File: src/rtl/tuple_stream_source.sv
// Two-channel ready/valid tuple source: channel 0 streams base+n, channel 1 streams ~(base+n).
// Each channel handshakes independently; a sticky flag reports sinks that stall too long.
module tuple_stream_source #(
    parameter int WIDTH       = 5,
    parameter int COUNT_WIDTH = 8,
    parameter int TIMEOUT     = 3
) (
    input  logic                   CLK,
    input  logic                   RESET,
    input  logic                   START_valid,
    output logic                   START_ready,
    input  logic [COUNT_WIDTH-1:0] START_count,
    input  logic [WIDTH-1:0]       START_base,
    output logic [WIDTH-1:0]       OUTPUT_0_data,
    input  logic                   OUTPUT_0_ready,
    output logic                   OUTPUT_0_valid,
    output logic [WIDTH-1:0]       OUTPUT_1_data,
    input  logic                   OUTPUT_1_ready,
    output logic                   OUTPUT_1_valid,
    output logic                   BUSY,
    output logic                   DONE,
    output logic                   STALL_ERR
);

    // state  | meaning
    // S_IDLE | waiting for a start command, START_ready high
    // S_RUN  | channels streaming until both have sent count words
    // S_DONE | single-cycle completion pulse, then back to idle
    typedef enum logic [1:0] {S_IDLE, S_RUN, S_DONE} state_t;

    // Stall counter must be able to hold TIMEOUT+1
    localparam int SW = $clog2(TIMEOUT + 2);

    state_t                 state;
    logic [COUNT_WIDTH-1:0] count_r;
    logic [WIDTH-1:0]       base_r;
    logic [COUNT_WIDTH-1:0] sent_0;
    logic [COUNT_WIDTH-1:0] sent_1;
    logic [SW-1:0]          stall_0;
    logic [SW-1:0]          stall_1;
    logic                   stall_err;

    logic                   valid_0;
    logic                   valid_1;
    logic                   xfer_0;
    logic                   xfer_1;
    logic [COUNT_WIDTH-1:0] sent_0_nxt;
    logic [COUNT_WIDTH-1:0] sent_1_nxt;
    logic [WIDTH-1:0]       word_0;
    logic [WIDTH-1:0]       word_1;

    assign valid_0    = (state == S_RUN) && (sent_0 != count_r);
    assign valid_1    = (state == S_RUN) && (sent_1 != count_r);
    assign xfer_0     = valid_0 && OUTPUT_0_ready;
    assign xfer_1     = valid_1 && OUTPUT_1_ready;
    assign sent_0_nxt = sent_0 + COUNT_WIDTH'(xfer_0);
    assign sent_1_nxt = sent_1 + COUNT_WIDTH'(xfer_1);
    assign word_0     = base_r + WIDTH'(sent_0);
    assign word_1     = base_r + WIDTH'(sent_1);

    // Data is forced to zero whenever the channel is not presenting a word
    assign OUTPUT_0_valid = valid_0;
    assign OUTPUT_1_valid = valid_1;
    assign OUTPUT_0_data  = valid_0 ? word_0 : '0;
    assign OUTPUT_1_data  = valid_1 ? ~word_1 : '0;

    assign START_ready = (state == S_IDLE);
    assign BUSY        = (state == S_RUN) || (state == S_DONE);
    assign DONE        = (state == S_DONE);
    assign STALL_ERR   = stall_err;

    always_ff @(posedge CLK) begin
        if (RESET) begin
            state     <= S_IDLE;
            count_r   <= '0;
            base_r    <= '0;
            sent_0    <= '0;
            sent_1    <= '0;
            stall_0   <= '0;
            stall_1   <= '0;
            stall_err <= 1'b0;
        end else begin
            case (state)
                S_IDLE: begin
                    if (START_valid) begin
                        count_r   <= START_count;
                        base_r    <= START_base;
                        sent_0    <= '0;
                        sent_1    <= '0;
                        stall_0   <= '0;
                        stall_1   <= '0;
                        stall_err <= 1'b0;
                        state     <= (START_count == '0) ? S_DONE : S_RUN;
                    end
                end
                S_RUN: begin
                    sent_0 <= sent_0_nxt;
                    sent_1 <= sent_1_nxt;

                    if (valid_0 && !OUTPUT_0_ready) begin
                        if (stall_0 != SW'(TIMEOUT + 1))
                            stall_0 <= stall_0 + 1'b1;
                        if (stall_0 >= SW'(TIMEOUT))
                            stall_err <= 1'b1;
                    end else begin
                        stall_0 <= '0;
                    end

                    if (valid_1 && !OUTPUT_1_ready) begin
                        if (stall_1 != SW'(TIMEOUT + 1))
                            stall_1 <= stall_1 + 1'b1;
                        if (stall_1 >= SW'(TIMEOUT))
                            stall_err <= 1'b1;
                    end else begin
                        stall_1 <= '0;
                    end

                    if ((sent_0_nxt == count_r) && (sent_1_nxt == count_r))
                        state <= S_DONE;
                end
                S_DONE: begin
                    stall_0 <= '0;
                    stall_1 <= '0;
                    state   <= S_IDLE;
                end
                default: state <= S_IDLE;
            endcase
        end
    end

endmodule

File: config.mk
export PLATFORM = sky130hd
export DESIGN_NAME = tuple_stream_source
export DESIGN_NICKNAME = d
export VERILOG_FILES = /design/src/rtl/tuple_stream_source.sv
export SDC_FILE = /design/constraint.sdc
export NUM_CORES = 1
export LEC_CHECK = 0
export BUFFER_PORTS_ARGS = -buffer_cell sky130_fd_sc_hd__buf_2
export CAP_MARGIN = 5
export CORE_MARGIN = 2
export CORE_UTILIZATION = 53
export DETAILED_ROUTE_END_ITERATION = 8
export PLACE_DENSITY = 0.78
export SYNTH_ARGS = -nofsm -noshare
export SYNTH_HDL_FRONTEND = slang
export SYNTH_SLANG_ARGS = --single-unit
File: constraint.sdc
create_clock -name CLK -period 6 [get_ports CLK]
set_input_delay 0.9 -clock CLK [delete_from_list [all_inputs] [get_ports CLK]]
set_output_delay 0.9 -clock CLK [all_outputs]
set_load 0.05 [all_outputs]
-- Word-level counts from Yosys, hierarchy flattened
Index checks and enable logic that the tools add are counted.
Widths: inputs -> output; s select.
- equality and inequality tests: 12
- bitwise gates (word level): 1
- div/mod/pow operators: 0
- multiplexer cells: 22
- multipliers: 0
- reductions and logical operators: 19
- shifts and indexed selects: 0
- $add $sub $neg: 6
- $lt $le $gt $ge: 2
- operators with widths (kind ; number):
    $pmux 8 s2 ; 2
    $pmux 3 s3 ; 2
    $add 8x1->8 ; 2
    $eq 8x8->1 ; 2
    $ne 8x8->1 ; 2
    $mux 3 ; 5
    $add 5x5->5 ; 2
    $mux 5 ; 2
    $logic_not 8->1 ; 1
    $mux 8 ; 1
    $logic_and 1x1->1 ; 7
    $add 3x1->3 const B ; 2
    $ge 3x2->1 const B ; 2
    $mux 2 ; 3
    $ne 3x2->1 const B ; 2
    $ne 3x3->1 const B ; 2
    $reduce_and 2->1 ; 3
    $reduce_and 3->1 ; 2
    $mux 1 ; 5
    $not 5->5 ; 1
    $pmux 2 s2 ; 1
    $reduce_bool 3->1 ; 1
    $eq 2x1->1 const B ; 1
    $eq 2x2->1 const B ; 1
    7 further kinds ; 8
- RAM bits: 0
- output and inout bits: 16
- memories kept: 0
- ROM bits: 0
- bits in registers: 38
- bits in latches: 0
- word-level logic and storage cells: 70
- input port bits: 18

-- Depth between registers and ports, before layout
Gate-level depths: netlist of the first run.
- depth after elaboration: 8
- mapped depth: 15
- depth with buffers taken out: 13

-- Least setup slack after synthesis of the first run
OpenSTA, ideal clock, no wires.
- path kind: reg2reg
- from: register count_r[5]
- to: register state[0]
- data arrival time: 4.029 ns
- cell stages (with the launch flop): 15
- path slack: 1.898 ns
- setup time: 0.073 ns
- cells stage by stage: dfxtp_1 > clkbuf_1 > xor2_1 > nand2b_1 > o41ai_2 > inv_1 > and2_1 > ha_1 > ha_1 > and3_1 > o22ai_1 > or4_1 > or4_1 > nor4_2 > mux2i_1
- longest elaborated chain between the ends: 8
- RTL lines (element ; RTL line ; RTL):
    start: declaration ; 35 ; logic [COUNT_WIDTH-1:0] count_r;
    start signal: assignment ; 86 ; count_r <= START_count;
    $ne 8x8->1 ; 53 ; assign valid_1 = (state == S_RUN) && (sent_1 != count_r);
    $logic_and 1x1->1 ; 53 ;
    named net OUTPUT_1_valid ; 19 ; output logic OUTPUT_1_valid,
    $logic_and 1x1->1 ; 55 ; assign xfer_1 = valid_1 && OUTPUT_1_ready;
    $add 8x1->8 ; 57 ; assign sent_1_nxt = sent_1 + COUNT_WIDTH'(xfer_1);
    $eq 8x8->1 ; 118 ; if ((sent_0_nxt == count_r) && (sent_1_nxt == count_r))
    $logic_and 1x1->1 ; 118 ;
    $ne 2x1->1 (no line) ; n/a ;
    $reduce_and 2->1 (no line) ; n/a ;
    end signal: assignment ; 93 ; state <= (START_count == '0) ? S_DONE : S_RUN;
    end: declaration ; 34 ; state_t state;
The timed path passes the listed nets, and every way through them passes these cells.
A chain may end at the register's enable or synchronous reset.

-- Worst setup path after layout of the first run
- from: register sent_0[3]
- to: register state[0]
- longest elaborated chain between the ends: 8
- RTL lines (element ; RTL line ; RTL):
    start: declaration ; 37 ; logic [COUNT_WIDTH-1:0] sent_0;
    start signal: assignment ; 97 ; sent_0 <= sent_0_nxt;
    $ne 8x8->1 ; 52 ; assign valid_0 = (state == S_RUN) && (sent_0 != count_r);
    $logic_and 1x1->1 ; 52 ;
    $logic_and 1x1->1 ; 54 ; assign xfer_0 = valid_0 && OUTPUT_0_ready;
    $add 8x1->8 (*) ; 56 ; assign sent_0_nxt = sent_0 + COUNT_WIDTH'(xfer_0);
    $eq 8x8->1 (*) ; 118 ;
    $logic_and 1x1->1 (*) ; 118 ;
    $ne 2x1->1 (no line) (*) ; n/a ;
    $reduce_and 2->1 (no line) (*) ; n/a ;
Every way passes the cells marked *; elsewhere a longest branch is shown, timed or not.

==> results by group, run 1 <==
Run status
  – Outcome: completed

Die
  – Row count: 26
  – Die Width: ~76 um
  – DIE HEIGHT: ~76 um
  – IO Pins: 34
  – Initial Util: 54.1%
  – Core area: 5040 um^2
  – Die footprint: between 5000 and 6000 um^2

Setup path
  – Worst-path fanout max: 11
  – Crit path capture type: flop
  – Critical path class: flop to flop
  – Critical Path AT: roughly 4400 ps
  – Reg2reg path depth: 13
  – Startpoint types: flop
  – Worst EP required: 6240 ps

Route
  – Initial drt markers: roughly 180
  – DRC: 0
  – Routed WL: 6.65 mm
  – Routed length per instance: 15.0 um
  – Final ANT Viol Nets: 0
  – Total number of vias: 2531
  – Via/cell ratio: 5.71
  – Drt first pass iters: 4

CTS
  – TritonCTS clock tree: built
  – Hold_buf cts: 0
  – Worst-skew pair later-pin latency: 310 ps
  – Htree depth: 2
  – Root Buffer: clkbuf_8
  – CTS Sinks: 38
  – CTS max path bufs: 2
  – CTS clk-pin slew, worst paths: 80 ps
  – Post-CTS resize count: 0
  – Postcts setup bufs: 0
  – CTS Buf Count: 5

STA
  – RSZ-0062 raised after global routing: no
  – Final Hold Vio Count: 0
  – Least-Margin Pin Slew: 1100 ps
  – Slew Viols, Final: 0
  – Final Cycle Share: 70.0%
  – Setup TNS: 0 ps
  – Tmin final: 4200 ps
  – Skew final: 7.40 ps
  – Worst slew margin: 26.2%
  – Fmax: 238 MHz
  – Final setup vio count: 0

Final layout
  – Ratio of cells with drive above 1 in the final layout: roughly 14%
  – Final Util: 60.2%
  – Final Instance Count excl. Fillers: 443
  – Most frequent cells in the layout: nand2_1, dfxtp_1, nor2_1
  – N_diodes: 0
  – Commonest non-fill, non-tap cell in the layout: nand2_1
  – Net count, final: between 400 and 500
  – Area Overhead vs Synth: 11.4%

Synthesis
  – Post-Syn Instances: 350
  – Syn Nets: 392
  – EDFF count, synth: 0
  – Seq cells post-synth: 38
  – Ys flop type: dfxtp_1
  – Register area share after synthesis: 27.9%
  – Async set-reset flop share out of synthesis: 0%
  – Syn_area_per_cell: 7.79 um^2
  – Biggest area consumer among synthesized cells: dfxtp_1
  – Syn. warnings: 0
  – Synth unique cells: 54
  – Top post-synthesis cells by area: dfxtp_1, ha_1, xnor2_1
  – Synth top area share: 27.9%
  – Post-Synthesis Cell Area: 2730 um^2

Placement
  – Port Buffers: 33
  – Gpl congestion: 0.869
  – HPWL after DPL: 4.83 mm
  – Placed Cells incl. Taps: 435

Global route
  – Largest net degree at the start of global routing: 38
  – Initial antenna violation count: 0
  – First-pass GRT wire length: 11.1 mm
  – GRT Total Usage: 25.5%
  – Grt ovf: 0
  – Vias in the first global route: roughly 2400

Worst hold path
  – Hold path depth: 2
  – Worst Hold Class: flop to flop

Power
  – Pwr per Cell Area: around 360 nW/um^2
  – Worst vdd ir: ~0.21 mV
  – Static Leak: 1.27 nW

Flow run
  – Max-Cap Viols: 0
==> critical path, cell delays in order, from the launching register on <==
cell and delay (ps):
dfxtp_1 560, xnor2_1 210, nand4_1 100, o21ai_0 560, inv_1 150, and2_1 200
ha_1 210, ha_1 310, nor3_1 190, o22ai_1 100, or4_1 490, or4_1 550
nor4_2 260, mux2i_1 220
==> cell type report <==
| class | instances | area (um^2) |
|---|---|---|
| flip-flops and latches | 38 | 761 |
| clock inverters | 3 | 68.8 |
| fillers | 463 | 2010 |
| inverters | 16 | 60.1 |
| clock buffers | 5 | 68.8 |
| multi-input cells | 277 | 1820 |
| well taps | 70 | 87.6 |
| repair buffers | 34 | 173 |
==> report_power, final <==
| group | switching [mW] | internal (mW) | total [mW] |
|---|---|---|---|
| Combinational | 0.367 | 0.150 | 0.517 |
| Clock | 0.104 | 0.167 | 0.271 |
| Sequential | 0.0361 | 0.277 | 0.313 |
| Total | 0.507 | 0.593 | 1.10 |
==> state kept, by name, summed over array words and instances, names as in the netlist <==
register / count
count_r: 8
sent_0: 8
sent_1: 8
base_r: 5
stall_0: 3
stall_1: 3
state: 2
STALL_ERR: 1
==> cell families after synthesis <==
kind of cell               synth area share (%)
adders and majority gates                  11.6
buffers and inverters                      5.41
muxes                                      1.15
and+or+nand+nor                            25.1
xor gates and xnor gates                   8.95
AOI/OAI and AO/OA                          19.9
DFF                                        27.9
==> path summary, 6_finish.rpt <==
| kind | from | end | slack, ps |
|---|---|---|---|
| max reg2reg | sent_0[3]$_SDFFE_PP0P_ | state[0]$_SDFFE_PP0P_ | 1800 |
| max | sent_0[3]$_SDFFE_PP0P_ | state[0]$_SDFFE_PP0P_ | 1800 |
| min | count_r[7]$_SDFFE_PP0P_ | count_r[7]$_SDFFE_PP0P_ | 500 |
| min reg2reg | count_r[7]$_SDFFE_PP0P_ | count_r[7]$_SDFFE_PP0P_ | 500 |
==> synthesized netlist by cell type (3+ instances only) <==
master,instances
o21ai_0,13
dfxtp_1,38
and2_1,6
a21o_1,4
nand4_1,4
and4_1,3
clkbuf_1,13
inv_1,15
o32ai_1,3
nand3_1,10
nor2_1,38
xor2_1,6
ha_1,22
xnor2_1,20
a2bb2oi_1,6
a21oi_1,28
nor3_1,10
nand2_1,41
buf_2,3
or4_1,7
a22oi_1,10
or2_2,3
a31oi_1,5
and3_1,3
nand2b_1,5
o31ai_1,3
==> through the flow <==
stage	power [mW]	setup slack, ps	hold WS [ps]	cell area, um^2
after floorplan	0.709	1900	458	2730
after global placement	0.823	1930	486	2900
after detailed placement	0.832	1830	490	2900
after CTS	1.10	1820	502	3040
after global routing	1.16	1440	539	3040
final	1.10	1800	498	3040
==> per-layer routing <==
metal  part of all wire, %  global-route usage (%)
met3                   7.4                    7.28
met5                     0                       0
met4                   1.4                    8.38
met2                    48                    42.8
met1                    43                    31.5
(Power assumes the default switching activity.)
==> run 2, diff against run 1 <==
Settings changed: PLACE_DENSITY 0.78 to 0.81.
Clock period 6 ns to 3.85 ns, I/O delays scaled along.
==> run 2 against run 1 <==
Critical path depth stayed put. Register-to-register slack worse by 1600 ps. Flip-flop and latch count stayed put. Final cell count is 2.7% higher. Highest routed layer unchanged.
==> results by group, run 2 (same netlist as run 1, synthesis figures left out) <==
Setup path
  – CP delay by family, top: simple AND/OR/NAND/NOR gates
  – Worst path slowest cell: or4_4
  – CP Buf/Inv Count: 1 (unchanged)
  – Crit-path cells: xnor2_2, nand4_1, o41ai_4, inv_2, and2_1, ha_2, ha_4, and3_1, o22ai_1, or4_1, or4_4, nor4_4, mux2i_1
  – Critical Path AT: 3910 ps (-520 ps)
  – Crit-path max cell delay: 560 ps (about the same)
  – Worst EP required: 4080 ps (-2160 ps)
  – Reg2reg path depth: 13 (unchanged)
  – Startpoint types: flop
  – Crit path capture type: flop
  – Critical path class: flop to flop
  – Crit path depth: 13 (unchanged)
  – Worst-path fanout max: 3 (-8)

Power
  – Clock power frac: 17.6% (-7.0 points)
  – Comb pwr share: 53.0% (+6.0 points)
  – Total power: 1.67 mW (+52%)
  – Switching portion of total power: 48.7% (+2.6 points)
  – Static Leak: 1.32 nW (+3.7%)
  – Worst vdd ir: 0.339 mV (+62%)
  – Flop pwr share: 29.4% (+1.0 points)
  – Pwr per Cell Area: 528 nW/um^2 (+46%)
  – Int Pwr: 0.858 mW (+45%)
  – NetSw: 0.815 mW (+61%)

STA
  – Final setup vio count: 0 (unchanged)
  – Skew final: 8.10 ps (+0.700 ps)
  – Fmax: 272 MHz (+14%)
  – Final Hold Vio Count: 0 (unchanged)
  – RSZ-0062 raised after global routing: no
  – Slew Viols, Final: 0 (unchanged)
  – Final Cycle Share: 95.6% (+26 points)
  – Least-Margin Pin Slew: 1120 ps (+16.4 ps)
  – Tmin final: 3680 ps (-516 ps)
  – Setup TNS: 0 ps (unchanged)
  – Worst slew margin: 25.1% (-1.1 points)

Route
  – DRC: 0 (unchanged)
  – Routed length per instance: 15.3 um (+2.2%)
  – Total number of vias: 2682 (+6.0%)
  – Via/cell ratio: 5.89 (+3.2%)
  – Final ANT Viol Nets: 0 (unchanged)
  – Initial drt markers: 256 (+44%)
  – Routed WL: 6.98 mm (+5.0%)
  – Drt first pass iters: 5 (+1)

Global route
  – GRT Total Usage: 25.6% (+0.075 points)
  – Largest net degree at the start of global routing: 38 (unchanged)
  – Grt ovf: 0 (unchanged)
  – First-pass GRT wire length: 11.1 mm (+0.31%)
  – Vias in the first global route: 2332 (-2.5%)
  – Initial antenna violation count: 0 (unchanged)

Die
  – Initial Util: 54.1% (unchanged)
  – DIE HEIGHT: 75.7 um (unchanged)
  – IO Pins: 34 (unchanged)
  – Core area: 5040 um^2 (unchanged)
  – Row count: 26 (unchanged)
  – Die footprint: 5730 um^2 (unchanged)
  – Die Width: 75.7 um (unchanged)

Flow run
  – Max-Cap Viols: 0 (unchanged)

CTS
  – Htree depth: 2 (unchanged)
  – CTS Buf Count: 5 (unchanged)
  – CTS max path bufs: 2 (unchanged)
  – Worst-skew pair later-pin latency: 300 ps (about the same)
  – TritonCTS clock tree: built
  – CTS Sinks: 38 (unchanged)
  – Root Buffer: clkbuf_8
  – CTS clk-pin slew, worst paths: 80 ps (about the same)

Final layout
  – Ratio of cells with drive above 1 in the final layout: 21.3% (+7.4 points)
  – Post-route design area: 3170 um^2 (+4.4%)
  – Net count, final: 426 (+2.9%)
  – N_diodes: 0 (unchanged)
  – Most frequent cells in the layout: nand2_1, nor2_1, buf_2
  – Area Overhead vs Synth: 16.2%
  – Fillers: 427 (-7.8%)
  – Top Registers: count_r: 8 flops, sent_0: 8 flops, sent_1: 8 flops
  – Commonest non-fill, non-tap cell in the layout: nand2_1

Worst hold path
  – Hold path depth: 2 (unchanged)
  – Worst Hold Class: flop to flop

Placement
  – Port Buffers: 33 (unchanged)
  – Post-DP Area: 2990 um^2 (+3.2%)
  – HPWL after DPL: 5.12 mm (+5.9%)
  – Gpl congestion: 0.847 (-2.5%)

Run status
  – Outcome: completed
[run 2: what timing repair did]
action	in CTS	in global routing
hold buffers	0	0
gates resized for setup	0	20
setup endpoints to repair	0	2
setup buffers	0	1
[run 2: worst register-to-register path, delay by kind of cell, from the launching register on]
family / cells / cell delay [ps]
AOI/OAI and AO/OA: 2 / 460
buffers and inverters: 1 / 80
and+or+nand+nor: 6 / 1820
muxes: 1 / 220
DFF: 1 / 340
xor gates and xnor gates: 1 / 200
adders and majority gates: 2 / 470
[run 2: metrics by stage]
stage | instances | hold WS [ps] | setup slack (ps) | utilization [%]
after detailed placement | 446 | 497 | 69.7 | 59.4
final | 455 | 507 | 169 | 62.9
after global routing | 455 | 518 | 18.3 | 62.9
after CTS | 454 | 507 | 17.7 | 61.2
after floorplan | 350 | 458 | 4.08 | -
after global placement | 446 | 486 | 256 | 59.4
[run 2: cell type report]
| class | instances | area, um^2 | share of cell area, % |
|---|---|---|---|
| clock inverters | 1 | 5.00 | 0.158 |
| well taps | 70 | 87.6 | 2.76 |
| inverters | 16 | 60.1 | 1.89 |
| multi-input cells | 277 | 1890 | 59.7 |
| clock buffers | 7 | 86.3 | 2.72 |
| flip-flops and latches | 38 | 777 | 24.5 |
| repair buffers | 46 | 263 | 8.29 |
[run 2: worst paths after layout]
| check | slack [ps] | start | endpoint |
|---|---|---|---|
| worst max-delay path | 170 | sent_1[3]$_SDFFE_PP0P_ | state[0]$_SDFFE_PP0P_ |
| worst min-delay path | 510 | base_r[0]$_SDFFE_PP0P_ | base_r[0]$_SDFFE_PP0P_ |
| worst max register to register | 170 | sent_1[3]$_SDFFE_PP0P_ | state[0]$_SDFFE_PP0P_ |
| worst min register to register | 510 | base_r[0]$_SDFFE_PP0P_ | base_r[0]$_SDFFE_PP0P_ |
[run 2: per-layer routing]
metal,vias up,part of all wire (%),GRT usage (%)
met4,0,0.82,6.24
met3,8,6.4,5.03
met5,-,0,0
met2,104,50,44.5
met1,1259,43,32.6
li1,1311,-,-
[run 2: power groups by stage]
stage          clock network (mW)  registers [mW]  logic (mW)
5_1_grt                     0.316           0.500       0.950
2_1_floorplan                   0           0.476       0.643
6_report                    0.294           0.492       0.887
4_1_cts                     0.291           0.486       0.842
3_5_place_dp                    0           0.495       0.835
3_3_place_gp                    0           0.491       0.819
